**config.mk**
```make
export PLATFORM = sky130hd
export DESIGN_NAME = masked_cam
export DESIGN_NICKNAME = d
export VERILOG_FILES = /design/src/rtl/masked_cam_pkg.sv /design/src/rtl/masked_cam_prio_enc.sv /design/src/rtl/masked_cam.sv
export SDC_FILE = /design/constraint.sdc
export NUM_CORES = 1
export LEC_CHECK = 0
export BUFFER_PORTS_ARGS = -buffer_cell sky130_fd_sc_hd__buf_4
export CORE_MARGIN = 2
export CORE_UTILIZATION = 59
export DETAILED_ROUTE_END_ITERATION = 6
export HOLD_SLACK_MARGIN = 0.1
export PLACE_DENSITY = 0.81
export REMOVE_ABC_BUFFERS = 1
export SYNTH_ARGS = -nofsm -noshare
export SYNTH_HDL_FRONTEND = slang
export SYNTH_SLANG_ARGS = --single-unit
export TNS_END_PERCENT = 10
```
**constraint.sdc**
```tcl
create_clock -name clk -period 6.7 [get_ports clk]
set_input_delay 2.01 -clock clk [delete_from_list [all_inputs] [get_ports clk]]
set_output_delay 2.01 -clock clk [all_outputs]
set_load 0.01 [all_outputs]
```
**src/rtl/masked_cam_pkg.sv**
```systemverilog
// Shared definitions for the masked tag CAM.
// The default entry format is the {cmd_id, proc_id} tag tracked between the
// command dispatcher and the processor return path. cmd_id sits in the upper
// bits, so a care mask of 0xFC selects cmd_id and 0x03 selects proc_id.
package masked_cam_pkg;

    localparam int PROC_ID_WIDTH = 2;
    localparam int CMD_ID_WIDTH  = 6;

    typedef logic [CMD_ID_WIDTH-1:0]  cmd_id_t;
    typedef logic [PROC_ID_WIDTH-1:0] proc_id_t;

    // Natural CAM entry width for one outstanding tag.
    localparam int TAG_WIDTH = $bits(cmd_id_t) + $bits(proc_id_t);

    // Write-side operation codes; 6 and 7 are illegal and report op_err.
    typedef enum logic [2:0] {
        CAM_OP_NOP          = 3'd0,
        CAM_OP_INSERT       = 3'd1,
        CAM_OP_WRITE        = 3'd2,
        CAM_OP_DELETE       = 3'd3,
        CAM_OP_DELETE_MATCH = 3'd4,
        CAM_OP_CLEAR        = 3'd5
    } cam_op_t;

endpackage

```
**src/rtl/masked_cam_prio_enc.sv**
```systemverilog
// Lowest-index priority encoder.
// Ports:
//   req    - request vector, bit i set means entry i is a candidate
//   onehot - one-hot of the lowest set request bit (all zero if none)
//   idx    - index of the lowest set request bit (zero if none)
//   any    - at least one request bit is set
module cam_prio_enc #(
    parameter int N     = 8,
    parameter int IDX_W = 3
) (
    input  logic [N-1:0]     req,
    output logic [N-1:0]     onehot,
    output logic [IDX_W-1:0] idx,
    output logic             any
);

    // Two's-complement trick isolates the lowest set bit.
    assign onehot = req & (~req + N'(1));
    assign any    = |req;

    // NOTE: every variable assigned in always_comb gets a default first so no
    // path leaves it unassigned and no latch is inferred.
    always_comb begin
        idx = '0;
        // Walk downwards so the lowest set index is the last one written.
        for (int i = N - 1; i >= 0; i--) begin
            if (req[i]) idx = IDX_W'(i);
        end
    end

endmodule

```
**src/rtl/masked_cam.sv**
```systemverilog
// Register-based masked CAM for outstanding {cmd_id, proc_id} tags.
// Ports:
//   clk, rst            - rising-edge clock, synchronous active-low reset
//   op_valid/op_code    - write-side operation (cam_op_t) accepted every cycle
//   op_addr/op_data/op_mask - target slot, entry data or key, care mask
//   op_done/op_err/op_rsp_addr - registered outcome, one cycle after the op
//   search_valid/search_key/search_mask - masked search request
//   result_valid, match_many/single/addr, match, match_count - registered result
//   occupancy/full/empty - registered valid-entry count and flags
module masked_cam
    import masked_cam_pkg::*;
#(
    parameter  int DATA_WIDTH = TAG_WIDTH,
    parameter  int ADDR_WIDTH = 3,
    parameter  int CNT_WIDTH  = ADDR_WIDTH + 1,
    localparam int DEPTH      = 2 ** ADDR_WIDTH
) (
    input  logic                  clk,
    input  logic                  rst,
    input  logic                  op_valid,
    input  logic [2:0]            op_code,
    input  logic [ADDR_WIDTH-1:0] op_addr,
    input  logic [DATA_WIDTH-1:0] op_data,
    input  logic [DATA_WIDTH-1:0] op_mask,
    output logic                  op_done,
    output logic                  op_err,
    output logic [ADDR_WIDTH-1:0] op_rsp_addr,
    input  logic                  search_valid,
    input  logic [DATA_WIDTH-1:0] search_key,
    input  logic [DATA_WIDTH-1:0] search_mask,
    output logic                  result_valid,
    output logic [DEPTH-1:0]      match_many,
    output logic [DEPTH-1:0]      match_single,
    output logic [ADDR_WIDTH-1:0] match_addr,
    output logic                  match,
    output logic [CNT_WIDTH-1:0]  match_count,
    output logic [CNT_WIDTH-1:0]  occupancy,
    output logic                  full,
    output logic                  empty
);

    function automatic logic [CNT_WIDTH-1:0] popcount(input logic [DEPTH-1:0] v);
        logic [CNT_WIDTH-1:0] n;
        n = '0;
        for (int i = 0; i < DEPTH; i++) n = n + CNT_WIDTH'(v[i]);
        return n;
    endfunction

    logic [DATA_WIDTH-1:0] entry_q [DEPTH];
    logic [DEPTH-1:0]      valid_q;
    logic [DEPTH-1:0]      valid_d;
    logic [DEPTH-1:0]      wr_sel;
    logic [DEPTH-1:0]      search_hits;
    logic [DEPTH-1:0]      op_hits;
    logic [CNT_WIDTH-1:0]  occ_d;

    cam_op_t op;
    assign op = cam_op_t'(op_code);

    // Both hit vectors look at the pre-op contents.
    always_comb begin
        search_hits = '0;
        op_hits     = '0;
        for (int i = 0; i < DEPTH; i++) begin
            search_hits[i] = valid_q[i] & ~|((entry_q[i] ^ search_key) & search_mask);
            op_hits[i]     = valid_q[i] & ~|((entry_q[i] ^ op_data) & op_mask);
        end
    end

    logic [DEPTH-1:0]      srch_onehot;
    logic [ADDR_WIDTH-1:0] srch_idx;
    logic                  srch_any;

    cam_prio_enc #(.N(DEPTH), .IDX_W(ADDR_WIDTH)) u_search_enc (
        .req    (search_hits),
        .onehot (srch_onehot),
        .idx    (srch_idx),
        .any    (srch_any)
    );

    // The op-side encoder is time-shared: INSERT looks for the lowest free
    // slot, DELETE_MATCH for the lowest hit. Only one op exists per cycle.
    logic [DEPTH-1:0]      op_enc_req;
    logic [DEPTH-1:0]      op_onehot;
    logic [ADDR_WIDTH-1:0] op_idx;
    logic                  op_any;

    assign op_enc_req = (op == CAM_OP_INSERT) ? ~valid_q : op_hits;

    cam_prio_enc #(.N(DEPTH), .IDX_W(ADDR_WIDTH)) u_op_enc (
        .req    (op_enc_req),
        .onehot (op_onehot),
        .idx    (op_idx),
        .any    (op_any)
    );

    // Next-state decode for the valid bits and the op response.
    logic                  done_d;
    logic                  err_d;
    logic [ADDR_WIDTH-1:0] rsp_d;

    always_comb begin
        valid_d = valid_q;
        wr_sel  = '0;
        done_d  = op_valid && (op != CAM_OP_NOP);
        err_d   = 1'b0;
        rsp_d   = op_addr;
        if (op_valid) begin
            case (op)
                CAM_OP_NOP: ;
                CAM_OP_INSERT: begin
                    if (op_any) begin
                        wr_sel = op_onehot;
                        rsp_d  = op_idx;
                    end else begin
                        err_d = 1'b1;
                    end
                end
                CAM_OP_WRITE:        wr_sel = DEPTH'(1) << op_addr;
                CAM_OP_DELETE:       valid_d[op_addr] = 1'b0;
                CAM_OP_DELETE_MATCH: begin
                    valid_d = valid_q & ~op_hits;
                    rsp_d   = op_any ? op_idx : '0;
                end
                CAM_OP_CLEAR:        valid_d = '0;
                default:             err_d = 1'b1;
            endcase
        end
        valid_d = valid_d | wr_sel;
        occ_d   = popcount(valid_d);
    end

    // NOTE: entry data is deliberately not reset; an entry is meaningless
    // while its valid bit is clear, and leaving the array reset-free keeps it
    // a plain register file.
    always_ff @(posedge clk) begin
        for (int i = 0; i < DEPTH; i++) begin
            if (wr_sel[i]) entry_q[i] <= op_data;
        end
    end

    // NOTE: sequential state uses non-blocking assignments so every register
    // samples pre-edge values regardless of statement order.
    always_ff @(posedge clk) begin
        if (!rst) begin
            valid_q      <= '0;
            occupancy    <= '0;
            full         <= 1'b0;
            empty        <= 1'b1;
            op_done      <= 1'b0;
            op_err       <= 1'b0;
            op_rsp_addr  <= '0;
            result_valid <= 1'b0;
            match_many   <= '0;
            match_single <= '0;
            match_addr   <= '0;
            match        <= 1'b0;
            match_count  <= '0;
        end else begin
            valid_q      <= valid_d;
            occupancy    <= occ_d;
            full         <= (occ_d == CNT_WIDTH'(DEPTH));
            empty        <= (occ_d == '0);
            op_done      <= done_d;
            result_valid <= search_valid;
            if (op_valid) begin
                op_err      <= err_d;
                op_rsp_addr <= rsp_d;
            end
            // Match outputs hold their last value when no search is issued.
            if (search_valid) begin
                match_many   <= search_hits;
                match_single <= srch_onehot;
                match_addr   <= srch_idx;
                match        <= srch_any;
                match_count  <= popcount(search_hits);
            end
        end
    end

endmodule
```
Yosys cells after proc, flatten, opt, wreduce, memory -nomap -nowiden
Memory sizes are Yosys's and may differ from the RTL's.
Index checks and enable logic that the tools add are counted.
- bits in registers: 44
- latch bits: 0
- RAM bits: 64
- memory bits (read-only): 0
- input bits: 42
- output and inout port bits: 36
- memories kept: 1
- memory list (name ; depth ; bits a word ; read ports ; clocked after Yosys merged registers in ; write ports ; line ; text):
    entry_q ; 8 ; 8 ; 8 ; 0 ; 8 ; masked_cam.sv:49 ; logic [DATA_WIDTH-1:0] entry_q [DEPTH];
- add/sub/neg operators: 16
- $mul: 0
- divide/modulo/power cells: 0
- order comparisons: 2
- equal/unequal tests: 6
- shifts and indexed selects: 1
- mux-type cells: 45
- bitwise gates (word level): 58
- reduce and logical (&&, ||, !) cells: 40
- operators by type and width (kind ; number):
    $and 8x8->8 ; 20
    $reduce_or 8->1 ; 18
    $xor 8x8->8 ; 16
    $mux 3 ; 18
    $not 8->8 ; 5
    $add 4x1->4 ; 8
    $mux 8 ; 4
    $pmux 8 s3 ; 1
    $mux 1 ; 18
    $add 8x1->8 const B ; 2
    $and 1x1->1 ; 16
    $logic_not 1->1 ; 16
    $pmux 8 s2 ; 1
    $add 3x1->4 ; 2
    $or 8x8->8 ; 1
    $shl 1x3->8 const A ; 1
    $add 2x1->3 ; 2
    $eq 3x2->1 const B ; 2
    $eq 3x3->1 const B ; 2
    $pmux 3 s2 ; 1
    $reduce_or 5->1 ; 1
    $add 1x1->2 ; 2
    $eq 4x4->1 const B ; 1
    $logic_not 4->1 ; 1
    8 further kinds ; 9

Depth between registers and ports, before layout
- depth in word-level cells: 21
- mapped depth: 20
- gate-level depth less buffers: 18

By module
From an unflattened synthesis, not the netlist that was laid out.
- cells, all modules: 620
- area total of the unflattened synthesis: 6486.2 µm²
- modules (own cells, without submodules) (module ; times used ; cells each ; area an instance (µm²) ; seq. area each (µm²)):
    masked_cam ; 1 ; 574 ; 6208.5 ; 2802.7
    cam_prio_enc ; 2 ; 23 ; 138.9 ; 0.0

Worst setup path after synthesis
No wires, ideal clock.
- kind: input -> register
- start: input op_data[3]
- end: register empty
- data arrival time: 5.901 ns
- path slack: 0.730 ns
- stages: 19
- cell sequence: buf_2 xor2_1 a22o_1 a221oi_1 and4_1 a211oi_1 o21a_1 or2_1 fa_1 inv_1 fa_1 fa_1 inv_1 ha_1 inv_1 fa_1 xor2_1 nand3b_1 a21oi_1
- word-level cells in the longest chain between the ends: 21
- elaborated cells on any way between the ends: 61
- classes of those cells: 8 x add/sub; 6 x mux; 29 x bitwise; 18 x reduce/logical
- RTL lines (what ; line ; text):
    start, declared ; masked_cam.sv:23 ; input logic [DATA_WIDTH-1:0] op_data,
    $xor 8x8->8 ; masked_cam.sv:66 ; op_hits[i] = valid_q[i] & ~|((entry_q[i] ^ op_data) & op_mask);
    $and 8x8->8 ; masked_cam.sv:66 ;
    $reduce_or 8->1 ; masked_cam.sv:66 ;
    $logic_not 1->1 ; masked_cam.sv:66 ;
    $and 1x1->1 ; masked_cam.sv:66 ;
    $mux 8 ; masked_cam.sv:88 ; assign op_enc_req = (op == CAM_OP_INSERT) ? ~valid_q : op_hits;
    $not 8->8 ; masked_cam_prio_enc.sv:18 ; assign onehot = req & (~req + N'(1));
    $add 8x1->8 ; masked_cam_prio_enc.sv:18 ;
    (+3 left out) ; -- ;
    $mux 8 ; masked_cam.sv:108 ; if (op_valid) begin
    $or 8x8->8 * ; masked_cam.sv:129 ; valid_d = valid_d | wr_sel;
    named net valid_d[1] ; masked_cam.sv:51 ; logic [DEPTH-1:0] valid_d;
    $add 1x1->2 * ; masked_cam.sv:45 ; for (int i = 0; i < DEPTH; i++) n = n + CNT_WIDTH'(v[i]);
    $add 2x1->3 * ; masked_cam.sv:45 ;
    $add 3x1->4 * ; masked_cam.sv:45 ;
    $add 4x1->4 * (4 in a row) ; masked_cam.sv:45 ;
    $logic_not 4->1 * ; masked_cam.sv:163 ; empty <= (occ_d == '0);
    end signal, assigned ; masked_cam.sv:163 ;
    end, declared ; masked_cam.sv:39 ; output logic empty
Mark *: on every way through the listed nets, which the timed path passes. The rest lies on a longest branch.
A chain may end at the register's enable or synchronous reset.

Worst setup path in the final report
- start: input op_data[3]
- end: register full
- word-level cells in the longest chain between the ends: 21
- elaborated cells on any way between the ends: 61
- classes of those cells: 8 x add/sub; 1 x eq/ne; 6 x mux; 29 x bitwise; 17 x reduce/logical
- RTL lines (what ; line ; text):
    $xor 8x8->8 ; masked_cam.sv:66 ;
    $and 8x8->8 ; masked_cam.sv:66 ;
    $reduce_or 8->1 ; masked_cam.sv:66 ;
    $logic_not 1->1 ; masked_cam.sv:66 ;
    $and 1x1->1 ; masked_cam.sv:66 ;
    $mux 8 ; masked_cam.sv:88 ;
    $not 8->8 ; masked_cam_prio_enc.sv:18 ;
    $add 8x1->8 ; masked_cam_prio_enc.sv:18 ;
    (+3 left out) ; -- ;
    $mux 8 ; masked_cam.sv:108 ;
    $or 8x8->8 * ; masked_cam.sv:129 ;
    named net valid_d[1] ; masked_cam.sv:51 ;
    $add 1x1->2 * ; masked_cam.sv:45 ;
    $add 2x1->3 * ; masked_cam.sv:45 ;
    $add 3x1->4 * ; masked_cam.sv:45 ;
    $add 4x1->4 * (4 in a row) ; masked_cam.sv:45 ;
    $eq 4x4->1 * ; masked_cam.sv:162 ; full <= (occ_d == CNT_WIDTH'(DEPTH));
    end signal, assigned ; masked_cam.sv:162 ;
    end, declared ; masked_cam.sv:38 ; output logic full,
Marked as above.

==> results.txt <==
Status: finished clean
First-pass GRT wire length: 27.7 mm
Area of the die: 11700 um^2
Worst-Margin Slew: 1210 ps
Final WL: 18.2 mm
Placer Congestion: 0.977
Critical Path Start: op_data[3]
Top cells by area, synth: edfxtp_1 (30%), xor2_1 (17%), dfxtp_1 (13%)
Top-area cell type share of the netlist area: 0.299
CP max-delay cell: fa_1
Post-synthesis adder-cell area fraction: 0.0405
Hold buffers post-CTS: 0
Reg area: 2780 um^2
Mapped cell area: 6420 um^2
Seq/Total Area, Yosys: 0.433
Vias in the first global route: 4902
Num CTS Buffers: 9
CP max stage delay: 520 ps
Peak fanout along the critical path: 16
HPWL after DPL: 13.5 mm
Fraction of registers with async set/reset: 0
Die X: 108 um
Drt pass-1 iters: 5
Hold Crit Class: reg2reg
Hold slack final: 475 ps
Fin Setup TNS: 0 ps
Maximum vdd drop: 157 uV
Post-synth EDFFs: 64
Yosys Warn Count: 0
Flop2flop setup slack: 2090 ps
Max Slew Vio Count: 0
Worst-case reg-to-reg path depth: 18
Cells along the critical path: buf_4 > xor2_1 > a22o_1 > a221oi_1 > and4_1 > a211oi_1 > o21a_1 > or2_1 > fa_1 > inv_1 > fa_1 > fa_1 > inv_1 > ha_1 > inv_1 > fa_1 > xor2_1 > nand3b_1 > nor3_1
Starting Density: 0.598
Critical path data arrival time: 6290 ps
Instance count on the critical path: 19
Startpoint type of the worst setup path: input pin
# nets final: 735
CTS tree: done
Port bufs: 77
Crit path to: full
Clock latency on the worst-skew pair: 400 ps
Power Total: 0.00131 W
Largest family of logic cells by synthesized area: XOR/XNOR gates
Syn avg cell area: 10.1 um^2
Die H: 108 um
Mapped Cells: 633
Simple-gate share of the synthesized area: 0.126
Layout cells sized above 1: 0.167
Final Instance Area: 7190 um^2
Routed vias: 5059
Vias per Instance: 6.15
Largest net degree at the start of global routing: 25
Buf+Inv Stages, Crit Path: 4
Final ANT Viol Nets: 0
Total placed instance area: 6980 um^2
Grt total ovfl: 0
Cell taking the most area after synthesis: edfxtp_1
GRT Total Usage: 0.324
Initial DRC Count: 654
Max cap viols: 0
Io pins: 78
Reg2reg start: entry_q[0][11]
Residual DRC: 0
Peak Freq: 167 MHz
Crit path max-delay family: adder cells
Most frequent CP cell: fa_1
Core area: 10700 um^2
Synth Area in Compound Gates: 0.150
Synth Flop Type: edfxtp_1
Final min period: 5980 ps
Clock skew: 22.3 ps
Reg clk slew, reported paths: 110 ps
Area grow syn2layout: 11.9%
WL per Instance: 22.1 um
Final setup viols: 0
Slew Limit Headroom: 0.190
Antenna cell count: 0
Synth unique cells: 62
Flops & latches, synth: 107
Setup Crit Path Kind: in2reg
Final hold viol count: 0
Power Density: 182 nW/um^2
Crit end category: flip-flop
Quantity of gates resized following cts: 0
Leak: 2.88 nW
H-tree Lvls: 3
Antenna violations before repair: 0
Fill count: 885
Root Driver: clkbuf_8
Multi-input logic area: 3280 um^2
Clock sinks: 107
Postcts setup bufs: 0
Mux share of post-synthesis cell area: 0.0140
R2r endpoint: full
# rows: 38
Clock Tree Buf Depth: 2
Fin crit share: 0.892
RSZ-0062 raised after global routing: false
Required time worst endpoint: 7010 ps
XOR/XNOR share of the synthesized area: 0.180
[worst min path at each step]
stage,depth (start not counted),start,endpoint
final,2,match_single[3],match_single[3]
after global routing,2,match_single[2],match_single[2]
after global placement,2,match_single[2],match_single[2]
after floorplan,2,match_single[2],match_single[2]
after detailed placement,2,match_single[3],match_single[3]
after CTS,2,match_single[3],match_single[3]
[cell families (layout without fill, tap and decap cells)]
kind of cell	after synthesis	in the layout
mux	9	9
simple gates	157	157
flops	107	107
xor+xnor	131	131
fa+ha+maj	16	16
compound gates	135	135
buf+inv	78	127
[where the power goes]
part / total (W) / switching [W] / internal [W]
sequential: 0.000709 / 0.00000570 / 0.000703
clock: 0.000423 / 0.000239 / 0.000183
combinational: 0.000177 / 0.000108 / 0.0000689
total: 0.00131 / 0.000353 / 0.000956
[sequential cells by signal, indices dropped and copies added (netlist names), 3 cells and up]
register and count:
match_addr 3, valid_q 8, op_rsp_addr 3, match_count 4, occupancy 4, match_many 8
entry_q 64, match_single 7
[synthesized netlist by cell type (4+ instances only)]
master    count
xor2_1      128
edfxtp_1     64
dfxtp_1      43
nor2_1       41
nand2_1      37
a22oi_1      30
a21oi_1      27
inv_1        25
clkbuf_1     23
o21ai_0      17
buf_2        16
a222oi_1     12
nand3_1      11
nor3_1       11
nand4_1      10
mux2i_1       9
and3_1        8
fa_1          8
ha_1          8
a211oi_1      6
and2_1        6
nor2b_1       6
o21a_1        6
buf_1         4
buf_6         4
nor3b_1       4
o31ai_1       4
[layer usage]
| metal | GRT usage | vias to the layer above | routed length [um] |
|---|---|---|---|
| li1 | - | 2333 | - |
| met1 | 0.429 | 2424 | 7440 |
| met2 | 0.516 | 254 | 8680 |
| met3 | 0.0555 | 48 | 1370 |
| met4 | 0.162 | 0 | 698 |
| met5 | 0 | - | 0 |
[cell type report]
| cell class | count | share of cell area |
|---|---|---|
| Clock buffer | 11 | 0.0242 |
| Clock inverter | 5 | 0.00505 |
| Inverter | 25 | 0.0131 |
| Multi-Input combinational cell | 448 | 0.456 |
| Sequential cell | 107 | 0.387 |
| Tap cell | 140 | 0.0244 |
| Timing Repair Buffer | 86 | 0.0898 |
[placed cells by master, fill, tap and decap left out, types with 6 or more instances in the layout]
cell type,Yosys,routed
a211oi_1,6,6
a21oi_1,27,27
a222oi_1,12,12
a22oi_1,30,30
and2_1,6,6
and3_1,8,8
buf_4,3,86
clkbuf_8,0,9
dfxtp_1,43,43
edfxtp_1,64,64
fa_1,8,8
ha_1,8,8
inv_1,25,25
mux2i_1,9,9
nand2_1,37,37
nand3_1,11,11
nand4_1,10,10
nor2_1,41,41
nor2b_1,6,6
nor3_1,11,11
o21a_1,6,6
o21ai_0,17,17
xor2_1,128,128
[worst register-to-register path, stage by stage (launching register included)]
cell      delay, ps
edfxtp_1        440
xor2_1          180
a22o_1          240
a221oi_1        230
and4_1          300
a211oi_1         90
o21a_1          190
or2_1           240
fa_1            500
inv_1            60
fa_1            520
fa_1            410
inv_1            70
ha_1            170
inv_1            60
fa_1            370
xor2_1          190
nand3b_1        130
nor3_1          150
[metrics by stage]
step | setup WS, ps | util | cells
after global placement | 546 | 0.649 | 806
after detailed placement | 395 | 0.649 | 806
after global routing | 460 | 0.669 | 822
after CTS | 781 | 0.669 | 822
after floorplan | 915 | - | 580
final | 724 | 0.669 | 822
No activity file was read; power rests on OpenSTA's default activity.
